===== config.mk =====
export PLATFORM = sky130hd
export DESIGN_NAME = uart_rx_cfg
export DESIGN_NICKNAME = d
export VERILOG_FILES = /design/src/rtl/uart_rx_cfg.sv
export SDC_FILE = /design/constraint.sdc
export NUM_CORES = 1
export LEC_CHECK = 0
export ABC_AREA = 1
export CAP_MARGIN = 25
export CORE_ASPECT_RATIO = 1.25
export CORE_MARGIN = 2
export CORE_UTILIZATION = 36
export DETAILED_ROUTE_END_ITERATION = 7
export GPL_TIMING_DRIVEN = 0
export HOLD_SLACK_MARGIN = 0.12
export REMOVE_ABC_BUFFERS = 1
export SETUP_SLACK_MARGIN = 0.15
export SLEW_MARGIN = 20
export SYNTH_ARGS = -nofsm -noshare
export SYNTH_HDL_FRONTEND = slang
export SYNTH_SLANG_ARGS = --single-unit
export TNS_END_PERCENT = 10

===== constraint.sdc =====
create_clock -name clk -period 4.25 [get_ports clk]
set_input_delay 0.425 -clock clk [delete_from_list [all_inputs] [get_ports clk]]
set_output_delay 0.425 -clock clk [all_outputs]
set_load 0.03 [all_outputs]

===== src/rtl/uart_rx_cfg.sv =====
// uart_rx_cfg: oversampling UART receiver with configurable framing, a
// valid/ready output holding register, and sticky overrun reporting.
module uart_rx_cfg #(
    parameter int CLK_FREQ   = 25_000_000,
    parameter int BAUD_RATE  = 9600,
    parameter int OVERSAMPLE = 16,
    parameter int DATA_BITS  = 8,
    parameter int PARITY     = 0,
    parameter int STOP_BITS  = 1
) (
    input  logic                 clk,
    input  logic                 reset,
    input  logic                 rx_in,
    output logic [DATA_BITS-1:0] data_out,
    output logic                 data_valid,
    input  logic                 data_ready,
    output logic                 parity_err,
    output logic                 frame_err,
    output logic                 break_det,
    output logic                 overrun
);

    localparam int BAUD_DIV_RAW = CLK_FREQ / (BAUD_RATE * OVERSAMPLE);
    localparam int BAUD_DIV     = (BAUD_DIV_RAW < 1) ? 1 : BAUD_DIV_RAW;
    localparam int DIV_W        = (BAUD_DIV > 1) ? $clog2(BAUD_DIV) : 1;
    localparam int OS_W         = $clog2(OVERSAMPLE);
    localparam int HALF         = OVERSAMPLE / 2;
    localparam logic ODD_PAR    = (PARITY == 2);

    typedef enum logic [2:0] {
        IDLE, START, DATA, PAR, STOP, WAIT_IDLE
    } state_t;

    state_t               state_q, state_d;
    logic                 rx_s1_q, rx_s1_d, rx_s2_q, rx_s2_d;
    logic [DIV_W-1:0]     baud_cnt_q, baud_cnt_d;
    logic [OS_W-1:0]      smp_cnt_q, smp_cnt_d;
    logic [2:0]           bit_idx_q, bit_idx_d;
    logic                 stop_idx_q, stop_idx_d;
    logic [DATA_BITS-1:0] shift_q, shift_d;
    logic                 par_bit_q, par_bit_d;
    logic                 first_stop_q, first_stop_d;
    logic                 fe_acc_q, fe_acc_d;
    logic [DATA_BITS-1:0] data_q, data_d;
    logic                 dv_q, dv_d;
    logic                 pe_q, pe_d;
    logic                 fe_q, fe_d;
    logic                 bd_q, bd_d;
    logic                 ovr_q, ovr_d;

    logic rx_s, tick, full_pt, done, accept;
    logic new_pe, new_fe, new_bd, cur_first_stop;

    assign rx_s    = rx_s2_q;
    assign tick    = (baud_cnt_q == DIV_W'(BAUD_DIV - 1));
    assign full_pt = (smp_cnt_q == OS_W'(OVERSAMPLE - 1));
    assign accept  = dv_q && data_ready;

    // Synchronizer and free-running oversample tick generator.
    always_comb begin
        rx_s1_d    = rx_in;
        rx_s2_d    = rx_s1_q;
        baud_cnt_d = tick ? '0 : baud_cnt_q + 1'b1;
    end

    // Frame FSM: advances only on ticks, samples mid-bit.
    always_comb begin
        state_d      = state_q;
        smp_cnt_d    = smp_cnt_q;
        bit_idx_d    = bit_idx_q;
        stop_idx_d   = stop_idx_q;
        shift_d      = shift_q;
        par_bit_d    = par_bit_q;
        first_stop_d = first_stop_q;
        fe_acc_d     = fe_acc_q;
        done         = 1'b0;
        if (tick) begin
            case (state_q)
                IDLE: begin
                    if (!rx_s) begin
                        state_d   = START;
                        smp_cnt_d = '0;
                    end
                end
                START: begin
                    if (smp_cnt_q == OS_W'(HALF - 1)) begin
                        smp_cnt_d = '0;
                        bit_idx_d = '0;
                        state_d   = rx_s ? IDLE : DATA;
                    end else begin
                        smp_cnt_d = smp_cnt_q + 1'b1;
                    end
                end
                DATA: begin
                    if (full_pt) begin
                        smp_cnt_d = '0;
                        shift_d   = {rx_s, shift_q[DATA_BITS-1:1]};
                        if (bit_idx_q == 3'(DATA_BITS - 1)) begin
                            state_d    = (PARITY != 0) ? PAR : STOP;
                            stop_idx_d = 1'b0;
                            fe_acc_d   = 1'b0;
                        end else begin
                            bit_idx_d = bit_idx_q + 1'b1;
                        end
                    end else begin
                        smp_cnt_d = smp_cnt_q + 1'b1;
                    end
                end
                PAR: begin
                    if (full_pt) begin
                        smp_cnt_d = '0;
                        par_bit_d = rx_s;
                        state_d   = STOP;
                    end else begin
                        smp_cnt_d = smp_cnt_q + 1'b1;
                    end
                end
                STOP: begin
                    if (full_pt) begin
                        smp_cnt_d = '0;
                        fe_acc_d  = fe_acc_q | ~rx_s;
                        if (!stop_idx_q) first_stop_d = rx_s;
                        if (stop_idx_q == 1'(STOP_BITS - 1)) begin
                            done    = 1'b1;
                            state_d = rx_s ? IDLE : WAIT_IDLE;
                        end else begin
                            stop_idx_d = 1'b1;
                        end
                    end else begin
                        smp_cnt_d = smp_cnt_q + 1'b1;
                    end
                end
                WAIT_IDLE: begin
                    if (rx_s) state_d = IDLE;
                end
                default: state_d = IDLE;
            endcase
        end
    end

    // Frame status as seen on the final stop-sample tick (includes that sample).
    always_comb begin
        cur_first_stop = stop_idx_q ? first_stop_q : rx_s;
        new_fe         = fe_acc_q | ~rx_s;
        new_pe         = (PARITY != 0) && ((^shift_q ^ par_bit_q) != ODD_PAR);
        new_bd         = (shift_q == '0) && ((PARITY == 0) || !par_bit_q) && !cur_first_stop;
    end

    // Output holding register: load on completion if free or being accepted,
    // otherwise drop the new frame and flag overrun.
    always_comb begin
        data_d = data_q;
        dv_d   = dv_q;
        pe_d   = pe_q;
        fe_d   = fe_q;
        bd_d   = bd_q;
        ovr_d  = ovr_q;
        if (done && (!dv_q || accept)) begin
            data_d = shift_q;
            pe_d   = new_pe;
            fe_d   = new_fe;
            bd_d   = new_bd;
            dv_d   = 1'b1;
        end else if (done) begin
            ovr_d = 1'b1;
        end else if (accept) begin
            dv_d = 1'b0;
        end
        if (accept) ovr_d = 1'b0;
    end

    // State registers with synchronous reset.
    always_ff @(posedge clk) begin
        if (reset) begin
            state_q      <= IDLE;
            rx_s1_q      <= 1'b1;
            rx_s2_q      <= 1'b1;
            baud_cnt_q   <= '0;
            smp_cnt_q    <= '0;
            bit_idx_q    <= '0;
            stop_idx_q   <= 1'b0;
            shift_q      <= '0;
            par_bit_q    <= 1'b0;
            first_stop_q <= 1'b1;
            fe_acc_q     <= 1'b0;
            data_q       <= '0;
            dv_q         <= 1'b0;
            pe_q         <= 1'b0;
            fe_q         <= 1'b0;
            bd_q         <= 1'b0;
            ovr_q        <= 1'b0;
        end else begin
            state_q      <= state_d;
            rx_s1_q      <= rx_s1_d;
            rx_s2_q      <= rx_s2_d;
            baud_cnt_q   <= baud_cnt_d;
            smp_cnt_q    <= smp_cnt_d;
            bit_idx_q    <= bit_idx_d;
            stop_idx_q   <= stop_idx_d;
            shift_q      <= shift_d;
            par_bit_q    <= par_bit_d;
            first_stop_q <= first_stop_d;
            fe_acc_q     <= fe_acc_d;
            data_q       <= data_d;
            dv_q         <= dv_d;
            pe_q         <= pe_d;
            fe_q         <= fe_d;
            bd_q         <= bd_d;
            ovr_q        <= ovr_d;
        end
    end

    assign data_out   = data_q;
    assign data_valid = dv_q;
    assign parity_err = pe_q;
    assign frame_err  = fe_q;
    assign break_det  = bd_q;
    assign overrun    = ovr_q;

endmodule


; After elaboration in Yosys (flattened, before gate mapping)
; Cells that the tools add are included.
[op_classes]
n_mux = 34
n_bitwise = 3
reduce_logical = 23
addsub = 3
n_eq_ne = 19
[ops]
columns = op, count
row1 = 3-bit 2-to-1 mux, 12
row2 = "2-bit inequality test, second input constant", 9
row3 = 3-bit one-hot mux with 6 select lines, 1
row4 = 1-bit 2-to-1 mux, 13
row5 = 4-bit 2-to-1 mux, 3
row6 = 4-bit one-hot mux with 3 select lines, 1
row7 = 5-bit AND reduction, 2
row8 = "3-bit equality test, second input constant", 3
row9 = 3-bit AND reduction, 3
row10 = 9-bit AND reduction, 1
row11 = "8-bit by 1-bit adder with 8-bit output, second input constant", 1
row12 = "8-bit equality test, second input constant", 1
row13 = 8-bit zero test, 1
row14 = "3-bit by 2-bit equality test with 1-bit output, second input constant", 2
row15 = 3-bit one-hot mux with 2 select lines, 1
row16 = 2-bit nonzero test, 3
row17 = "4-bit by 1-bit adder with 4-bit output, second input constant", 1
row18 = "4-bit by 3-bit equality test with 1-bit output, second input constant", 1
row19 = "4-bit equality test, second input constant", 1
row20 = 1-bit one-hot mux with 2 select lines, 2
row21 = 2-bit AND reduction, 2
row22 = 2-bit OR reduction, 2
row23 = "3-bit by 1-bit adder with 3-bit output, second input constant", 1
row24 = "3-bit by 1-bit equality test with 1-bit output, second input constant", 1
row25 = 10 further kinds, 14
[word_totals]
in_bits = 4
reg_bits = 43

; Logic depth before layout (Yosys ltp)
; Gate-level depths: netlist of run 1.
[depth]
ltp_word = 7
mapped_depth = 10

; Worst setup path after synthesis of run 1
; No wires, ideal clock.
[synth_timing]
kind = register to register
from = reg baud_cnt_q[0]
to = reg shift_q[3]
arrival_time_ns = 1.322
stages_incl_launch_ff = 8
n_path_buf = 1
required_time_ns = 4.134
slack_ns = 2.812
cell_sequence = dfxtp_1 > ha_1 > nand3_1 > nor2_8 > nand3_2 > buf_4 > o21ai_0 > nor2_1
[synth_via]
elab_chain_len = 2
[synth_rtl]
columns = item, line
row1 = start: declaration, 36  ; logic [DIV_W-1:0] baud_cnt_q, baud_cnt_d;
row2 = start signal: assignment, 196  ; baud_cnt_q <= baud_cnt_d;
row3 = 8-bit equality test, 55  ; assign tick = (baud_cnt_q == DIV_W'(BAUD_DIV - 1));
row4 = 3-bit AND reduction (no line), -
row5 = end signal: assignment, 200  ; shift_q <= shift_d;
row6 = end: declaration, 40  ; logic [DATA_BITS-1:0] shift_q, shift_d;
; No other way between the ends.
; A chain may end at the register's enable or synchronous reset.

; Worst setup path in the final report of run 1
[layout_timing]
from = in reset
to = reg baud_cnt_q[5]
[layout_via]
elab_chain_len = 1
[layout_rtl]
columns = item, line
row1 = start: declaration, 12  ; input logic reset,
row2 = 2-bit OR reduction (no line), -
; No other way between the ends.

==> impl_metrics.tcl, run 1 <==
set metrics [dict create \
    status "finished clean" \
    avgSynthCellArea_um2 7.36 \
    grtUsageTotal_pct 13.6 \
    hp-start "rx_s1_q" \
    setup_violations 0 \
    numPortBuffers 15 \
    synth_seq_area_share_pct 41.1 \
    n_antenna_cell 0 \
    pin_count 17 \
    clkLatencyLatePin_ns 0.30 \
    pwr-share-seq_pct 49.4 \
    critPathMaxFanout 18 \
    yosys.area_share.xor_xnor_pct 0.439 \
    pre_cts_ws_ns 1.84 \
    first_pass_iters 4 \
    grt_pass1_vias 1574 \
    powerDensity_nw_per_um2 339 \
    drt_wl_total_mm 3.81 \
    yosys.area.top_type_share_pct 41.1 \
    maxCapViolCount 0 \
    dp.cells 344 \
    row_count 30 \
    vdd_drop_max_mv 0.157 \
    ys_ff_latch 41 \
    start_kind "primary input" \
    synth_area_leaders "dfxtp_1 41%, nand2_1 11%, nor2_1 8.3%" \
    drt-vias-per-instance 4.81 \
    power.internal_uw 632 \
    rsz0062_at_grt "false" \
    end_kind "flop" \
    cts_setup_buffers 0 \
    drt_iter0_markers 58 \
    fin_skew_ns 0.00725 \
    drc 0 \
    synthTopCellsByCount "57 x nand2_1, 44 x nor2_1, 41 x dfxtp_1" \
    worstMarginPinSlew_ns 0.591 \
    cts_root_buffer "clkbuf_8" \
    final.min_clock_period_ns 2.07 \
    final_nets 296 \
    setup_slack_ns 2.18 \
    antenna_found_initial 0 \
    synthArstFlopShare_pct 0 \
    synth-simple-area-share_pct 37.6 \
    htreeDepth 2 \
    crit_start "reset" \
    place_congestion 0.900 \
    drive_gt1_share_pct 12.5 \
    ant_nets 0 \
    r2r_start "smp_cnt_q[0]" \
    ys_warn_count 0 \
    die_y_um 87.2 \
    crit_slowest_cell "clkdlybuf4s50_1" \
    fmax_ghz 0.482 \
    whs_ns 0.417 \
    die_w_um 70.6 \
    syn_area_um2 2000 \
    core_area_um2 5410 \
    synthMuxAreaShare_pct 0 \
    finalHoldViolations 0 \
    swShare_pct 20.0 \
    cts.sinks 41 \
    cts_tree "yes" \
    path_class "primary input to flop" \
    pwr-share-clk_pct 47.8 \
    routedWlPerCell_um 10.8 \
    cp_top_family "buffers and inverters" \
    worstPathArrival_ns 2.31 \
    critPathMaxStageDelay_ns 0.71 \
    synthFlopType "dfxtp_1" \
    leakage_uw 0.000932 \
    synth_fa_ha_area_share_pct 3.13 \
    yosys.cell_types.count 33 \
    synth_top_cell_by_area "dfxtp_1" \
    cts_buffer_depth 2 \
    switchingPower_uw 158 \
    slew-limit-headroom_pct 60.5 \
    syn_inst 271 \
    synth.most_common_cell "nand2_1" \
    cp.required_ns 4.48 \
    grt_pass1_wl_mm 6.64 \
    path_cells "clkdlybuf4s50_1, inv_1, nand2_1, o21bai_1, a21oi_1" \
    finalSetupTns_ns 0 \
    hold_class "flop to flop" \
    dieArea_um2 6160 \
    stdcell_count 352 \
    hold_buffers 0 \
    drv_slew 0 \
    power_uw 789 \
    period_share_pct 48.8 \
    grt_max_degree 19 \
    synth_compound_area_share_pct 10.5 \
    combPwrFrac_pct 2.8 \
    numCtsBuffers 5 \
    critPathBufInv 2 \
    grt_overflow 0 \
    cts_resized 0 \
    area_delta_synth_final_pct 16.7 \
    dr_total_vias 1692 \
    clkSlewWorstSetupHoldPaths_ns 0.08 \
    place_hpwl_mm 2.83 \
    synth_edf_count 0 \
    initial_core_util_pct 36.9 \
    synth_top_family_by_area "simple AND/OR/NAND/NOR gates" \
]
## logic make-up after synthesis
family | Yosys count
simple gates | 151
flops | 41
compound gates | 39
buf+inv | 33
fa+ha+maj | 5
xor+xnor | 1
other cells | 1
## state kept, by name (all words and copies together), names as in the netlist, 3 cells and up
register	flops
data_out	8
bit_idx_q	3
baud_cnt_q	8
shift_q	8
smp_cnt_q	4
state_q	3
## power groups by stage
stage	registers, uW	logic (uW)	clock network [uW]
after floorplan	399	14.0	0
after global placement	399	21.9	0
after detailed placement	399	22.4	0
after CTS	390	22.4	388
after global routing	391	25.2	405
final	390	21.9	377
## stage by stage
step	utilization (%)	cell area (um^2)
after floorplan	-	1960
after global placement	40.5	2190
after detailed placement	40.5	2190
after CTS	43.1	2330
after global routing	43.1	2330
final	43.1	2330
## layout make-up
cell class / count / area [um^2]
Inverter: 27 / 106
Tap cell: 64 / 80.1
Clock buffer: 5 / 68.8
Timing Repair Buffer: 15 / 150
Multi-Input combinational cell: 197 / 1030
Clock inverter: 3 / 68.8
Fill cell: 573 / 3080
Sequential cell: 41 / 821
## placed cells by master (no fill, tap or decap), drive strengths merged, types with 3 or more instances in the layout
| cell type | n |
|---|---|
| nor3 | 5 |
| nand4 | 4 |
| ha | 5 |
| dfxtp | 41 |
| a21oi | 21 |
| inv | 27 |
| clkbuf | 5 |
| nand3 | 22 |
| clkdlybuf4s50 | 15 |
| or2 | 3 |
| nand2 | 61 |
| nor2 | 52 |
| o21ai | 14 |
## layer usage
layer,up-vias,global-route usage (%),wire length (um)
met5,-,0,0
met4,0,6.00,93
met3,13,3.59,126
met2,29,24.0,1850
met1,748,15.3,1740
li1,902,-,-
## final timing paths
kind	cells after the start	end	slack, ns
setup / recovery	5	baud_cnt_q[5]	2.18
hold reg to reg	1	rx_s	0.42
hold / removal	1	rx_s	0.42
setup reg to reg	7	shift_q[2]	2.59
(Power assumes the default switching activity.)
==> run 2: changes to the inputs <==
==> constraint.sdc (replaced) <==
create_clock -name clk -period 2 [get_ports clk]
set_input_delay 0.2 -clock clk [delete_from_list [all_inputs] [get_ports clk]]
set_output_delay 0.2 -clock clk [all_outputs]
set_load 0.03 [all_outputs]
==> impl_metrics.tcl, run 2 (synthesis gave the netlist of run 1 again) <==
set metrics [dict create \
    final_common_cell "nand2_1" \
    n_antenna_cell 0 \
    period_share_pct 84.5 \
    cts_root_buffer "clkbuf_8" \
    rsz0062_at_grt "false" \
    cts_buffer_depth 2 \
    slew-limit-headroom_pct 55.0 \
    grt_pass1_wl_mm 6.72 \
    final_nets 297 \
    drt-vias-per-instance 4.83 \
    numCtsBuffers 5 \
    grt_max_degree 18 \
    status "finished clean" \
    grtUsageTotal_pct 13.7 \
    cts_tree "yes" \
    hold_class "flop to flop" \
    maxCapViolCount 0 \
    first_pass_iters 4 \
    place_congestion 0.900 \
    fin_skew_ns 0.00689 \
    antenna_found_initial 0 \
    area_delta_synth_final_pct 17.2 \
    cp.required_ns 2.19 \
    most-common-layout-cells "57 x nand2_1, 44 x nor2_1, 41 x dfxtp_1" \
    final.min_clock_period_ns 1.69 \
    drv_slew 0 \
    clkSlewWorstSetupHoldPaths_ns 0.08 \
    drive_gt1_share_pct 13.5 \
    path_class "primary input to flop" \
    cts.sinks 41 \
    clkLatencyLatePin_ns 0.30 \
    finalHoldViolations 0 \
    pin_count 17 \
    worstPathArrival_ns 1.88 \
    die_w_um 70.6 \
    drt_iter0_markers 41 \
    core_area_um2 5410 \
    fin_area_um2 2340 \
    drc 0 \
    powerDensity_nw_per_um2 717 \
    end_kind "flop" \
    critPathMaxFanout 17 \
    start_kind "primary input" \
    htreeDepth 2 \
    grt_pass1_vias 1578 \
    fmax_ghz 0.592 \
    dieArea_um2 6160 \
    routedWlPerCell_um 11.0 \
    place_hpwl_mm 2.83 \
    row_count 30 \
    vdd_drop_max_mv 0.334 \
    fill_cells 572 \
    setup_violations 0 \
    worstMarginPinSlew_ns 0.672 \
    ant_nets 0 \
    leakage_uw 0.000929 \
    initial_core_util_pct 36.9 \
    grt_overflow 0 \
    finalSetupTns_ns 0 \
    post_dp_cell_area_um2 2190 \
    drt_wl_total_mm 3.89 \
    dr_total_vias 1706 \
    numPortBuffers 15 \
    die_y_um 87.2 \
]
## run 2: worst paths after layout
kind | start | to | slack [ns] | cells past startpoint
max | reset | baud_cnt_q[5] | 0.31 | 5
min reg2reg | rx_s1_q | rx_s | 0.42 | 1
min | rx_s1_q | rx_s | 0.42 | 1
max reg2reg | smp_cnt_q[0] | shift_q[6] | 0.37 | 6
## run 2: where the power goes
group | internal, uW | total (uW) | switching (uW)
registers | 822 | 829 | 6.72
clock network | 502 | 799 | 297
logic | 18.9 | 50.0 | 31.1
total | 1340 | 1680 | 335
## run 2: metal layers
metal / wire, um / up-vias / track usage (%)
li1: - / 905 / -
met1: 1770 / 757 / 15.4
met2: 1890 / 31 / 24.5
met3: 131 / 13 / 3.59
met4: 93 / 0 / 6.00
met5: 0 / - / 0
## run 2: area by class of cell
cell class,instances,area [um^2],share of cell area [%]
Multi-Input combinational cell,197,1030,44.2
Sequential cell,41,821,35.1
Timing Repair Buffer,16,158,6.74
Inverter,27,110,4.71
Tap cell,64,80.1,3.42
Clock buffer,5,68.8,2.94
Clock inverter,3,68.8,2.94
## run 2: what timing repair did
item / in CTS / in global routing
hold buffers: 0 / 0
hold endpoints to repair: 0 / 0
resized for setup: 1 / 1
buffers inserted: 1 / 0
endpoints found under the setup margin: 1 / 3
## run 2: metrics by stage
| step | total power (uW) | cells | hold slack [ns] | setup WS, ns | utilization (%) |
|---|---|---|---|---|---|
| floorplan | 877 | 265 | 0.269 | 0.583 | - |
| global placement | 895 | 344 | 0.394 | -0.229 | 40.5 |
| detailed placement | 896 | 344 | 0.396 | -0.183 | 40.5 |
| CTS | 1700 | 353 | 0.421 | 0.294 | 43.3 |
| global route | 1750 | 353 | 0.431 | 0.187 | 43.3 |
| finish | 1680 | 353 | 0.419 | 0.311 | 43.3 |
## run 2: critical path, cell delays in order
cell	delay [ns]
clkdlybuf4s50_1	0.90
clkinvlp_4	0.29
nand2_1	0.28
o21bai_1	0.15
a21oi_1	0.05
==> run 3: changes to the inputs <==
==> constraint.sdc (replaced) <==
create_clock -name clk -period 1.5 [get_ports clk]
set_input_delay 0.15 -clock clk [delete_from_list [all_inputs] [get_ports clk]]
set_output_delay 0.15 -clock clk [all_outputs]
set_load 0.03 [all_outputs]
==> impl_metrics.tcl, run 3 (synthesis gave the netlist of run 1 again) <==
set metrics [dict create \
    critPathMaxStageDelay_ns 0.66 \
    reg2regPathDepth 8 \
    fin_skew_ns 0.00768 \
    antenna_found_initial 0 \
    drc 0 \
    dp.cells 344 \
    fmax_ghz 0.692 \
    r2r_setup_slack_ns 0.06 \
    path_class "flop to output port" \
    end_kind "output port" \
    finalHoldViolations 0 \
    r2r_start "baud_cnt_q[1]" \
    leakage_uw 0.00118 \
    cp_top_family "buffers and inverters" \
    crit_start "data_out[1]" \
    critPathMaxFanout 2 \
    powerDensity_nw_per_um2 853 \
    numPortBuffers 15 \
    setup_violations 0 \
    final_common_cell "nand2_1" \
    final.min_clock_period_ns 1.45 \
    hp-start "rx_s1_q" \
    pin_count 17 \
    rsz0062_at_grt "true" \
    htreeDepth 2 \
    cp.depth 1 \
    power_uw 2250 \
    path_cells "clkdlybuf4s50_1" \
    dieArea_um2 6160 \
    routedWlPerCell_um 11.9 \
    final_nets 306 \
    setup_slack_ns 0.0542 \
    die_y_um 87.2 \
    drt_iter0_markers 59 \
    stdcell_count 362 \
    period_share_pct 96.4 \
    hold_class "flop to flop" \
    worstPathArrival_ns 1.30 \
    slew-limit-headroom_pct 56.7 \
    hold_path_depth 1 \
    cts_root_buffer "clkbuf_8" \
    drv_slew 0 \
    cts.sinks 41 \
    cts_buffer_depth 2 \
    place_hpwl_mm 2.83 \
    maxCapViolCount 0 \
    start_kind "flop" \
    grt_pass1_vias 1604 \
    grt_max_degree 18 \
    place_congestion 0.900 \
    vdd_drop_max_mv 0.458 \
    dr_total_vias 1755 \
    cp.required_ns 1.35 \
    drt_wl_total_mm 4.29 \
    most-common-layout-cells "47 x nand2_1, 34 x nor2_1, 31 x dfxtp_1" \
    area_delta_synth_final_pct 32.2 \
    clkSlewWorstSetupHoldPaths_ns 0.08 \
    pre_cts_ws_ns -0.633 \
    drive_gt1_share_pct 31.9 \
    initial_core_util_pct 36.9 \
    grt_pass1_wl_mm 6.89 \
    row_count 30 \
    core_area_um2 5410 \
    cts_tree "yes" \
    crit_slowest_cell "clkdlybuf4s50_1" \
    ant_nets 0 \
    numCtsBuffers 5 \
    clkLatencyLatePin_ns 0.30 \
    grt_overflow 0 \
    first_pass_iters 4 \
    endpoint "data_out[1]" \
    status "finished clean" \
    die_w_um 70.6 \
    n_antenna_cell 0 \
    grtUsageTotal_pct 14.2 \
    critPathBufInv 1 \
    r2r_end "data_out[5]" \
    worstMarginPinSlew_ns 0.650 \
    drt-vias-per-instance 4.85 \
]
## run 3: how the worst min path moves through the flow
stage / to / slack (ns)
5_1_grt: rx_s1_q / 0.43
3_5_place_dp: rx_s / 0.40
3_3_place_gp: rx_s / 0.39
6_report: rx_s / 0.42
2_1_floorplan: break_det / 0.22
4_1_cts: rx_s / 0.42
## run 3: cell type report
| type | count | area (um^2) |
|---|---|---|
| repair buffers | 23 | 244 |
| clock inverters | 3 | 68.8 |
| clock buffers | 5 | 68.8 |
| well taps | 64 | 80.1 |
| repair inverters | 1 | 5.00 |
| flip-flops and latches | 41 | 838 |
| inverters | 27 | 115 |
| fillers | 539 | 2770 |
| multi-input cells | 198 | 1220 |
## run 3: routing by layer
metal,vias up,global-route usage (%),share of wire (%)
met2,19,24.4,51
li1,929,-,-
met4,0,6.52,1.8
met5,-,0,0
met1,797,16.4,45
met3,10,3.70,2.5
## run 3: repair_timing
| item | CTS | global route |
|---|---|---|
| gates resized for setup | 16 | 69 |
| hold buffers | 0 | 0 |
| setup buffers | 4 | 4 |
| setup endpoints to repair | 50 | 49 |
| gates cloned | 1 | 1 |
| pin swaps | 3 | 30 |
## run 3: report_power, final
| part | leakage, uW | internal (uW) | switching [uW] | total, uW |
|---|---|---|---|---|
| combinational | 0.000771 | 31.2 | 48.8 | 80.0 |
| clock | 0.0000687 | 670 | 397 | 1070 |
| sequential | 0.000336 | 1090 | 10.6 | 1100 |
| total | 0.00118 | 1790 | 456 | 2250 |
## run 3: through the flow
stage	setup TNS, ns	hold WS (ns)	util, %	area, um^2
2_1_floorplan	0	0.219	-	1960
3_3_place_gp	-11.13	0.394	40.5	2190
3_5_place_dp	-10.55	0.396	40.5	2190
4_1_cts	0	0.421	44.7	2410
5_1_grt	-0.0879	0.429	48.8	2640
6_report	0	0.418	48.8	2640
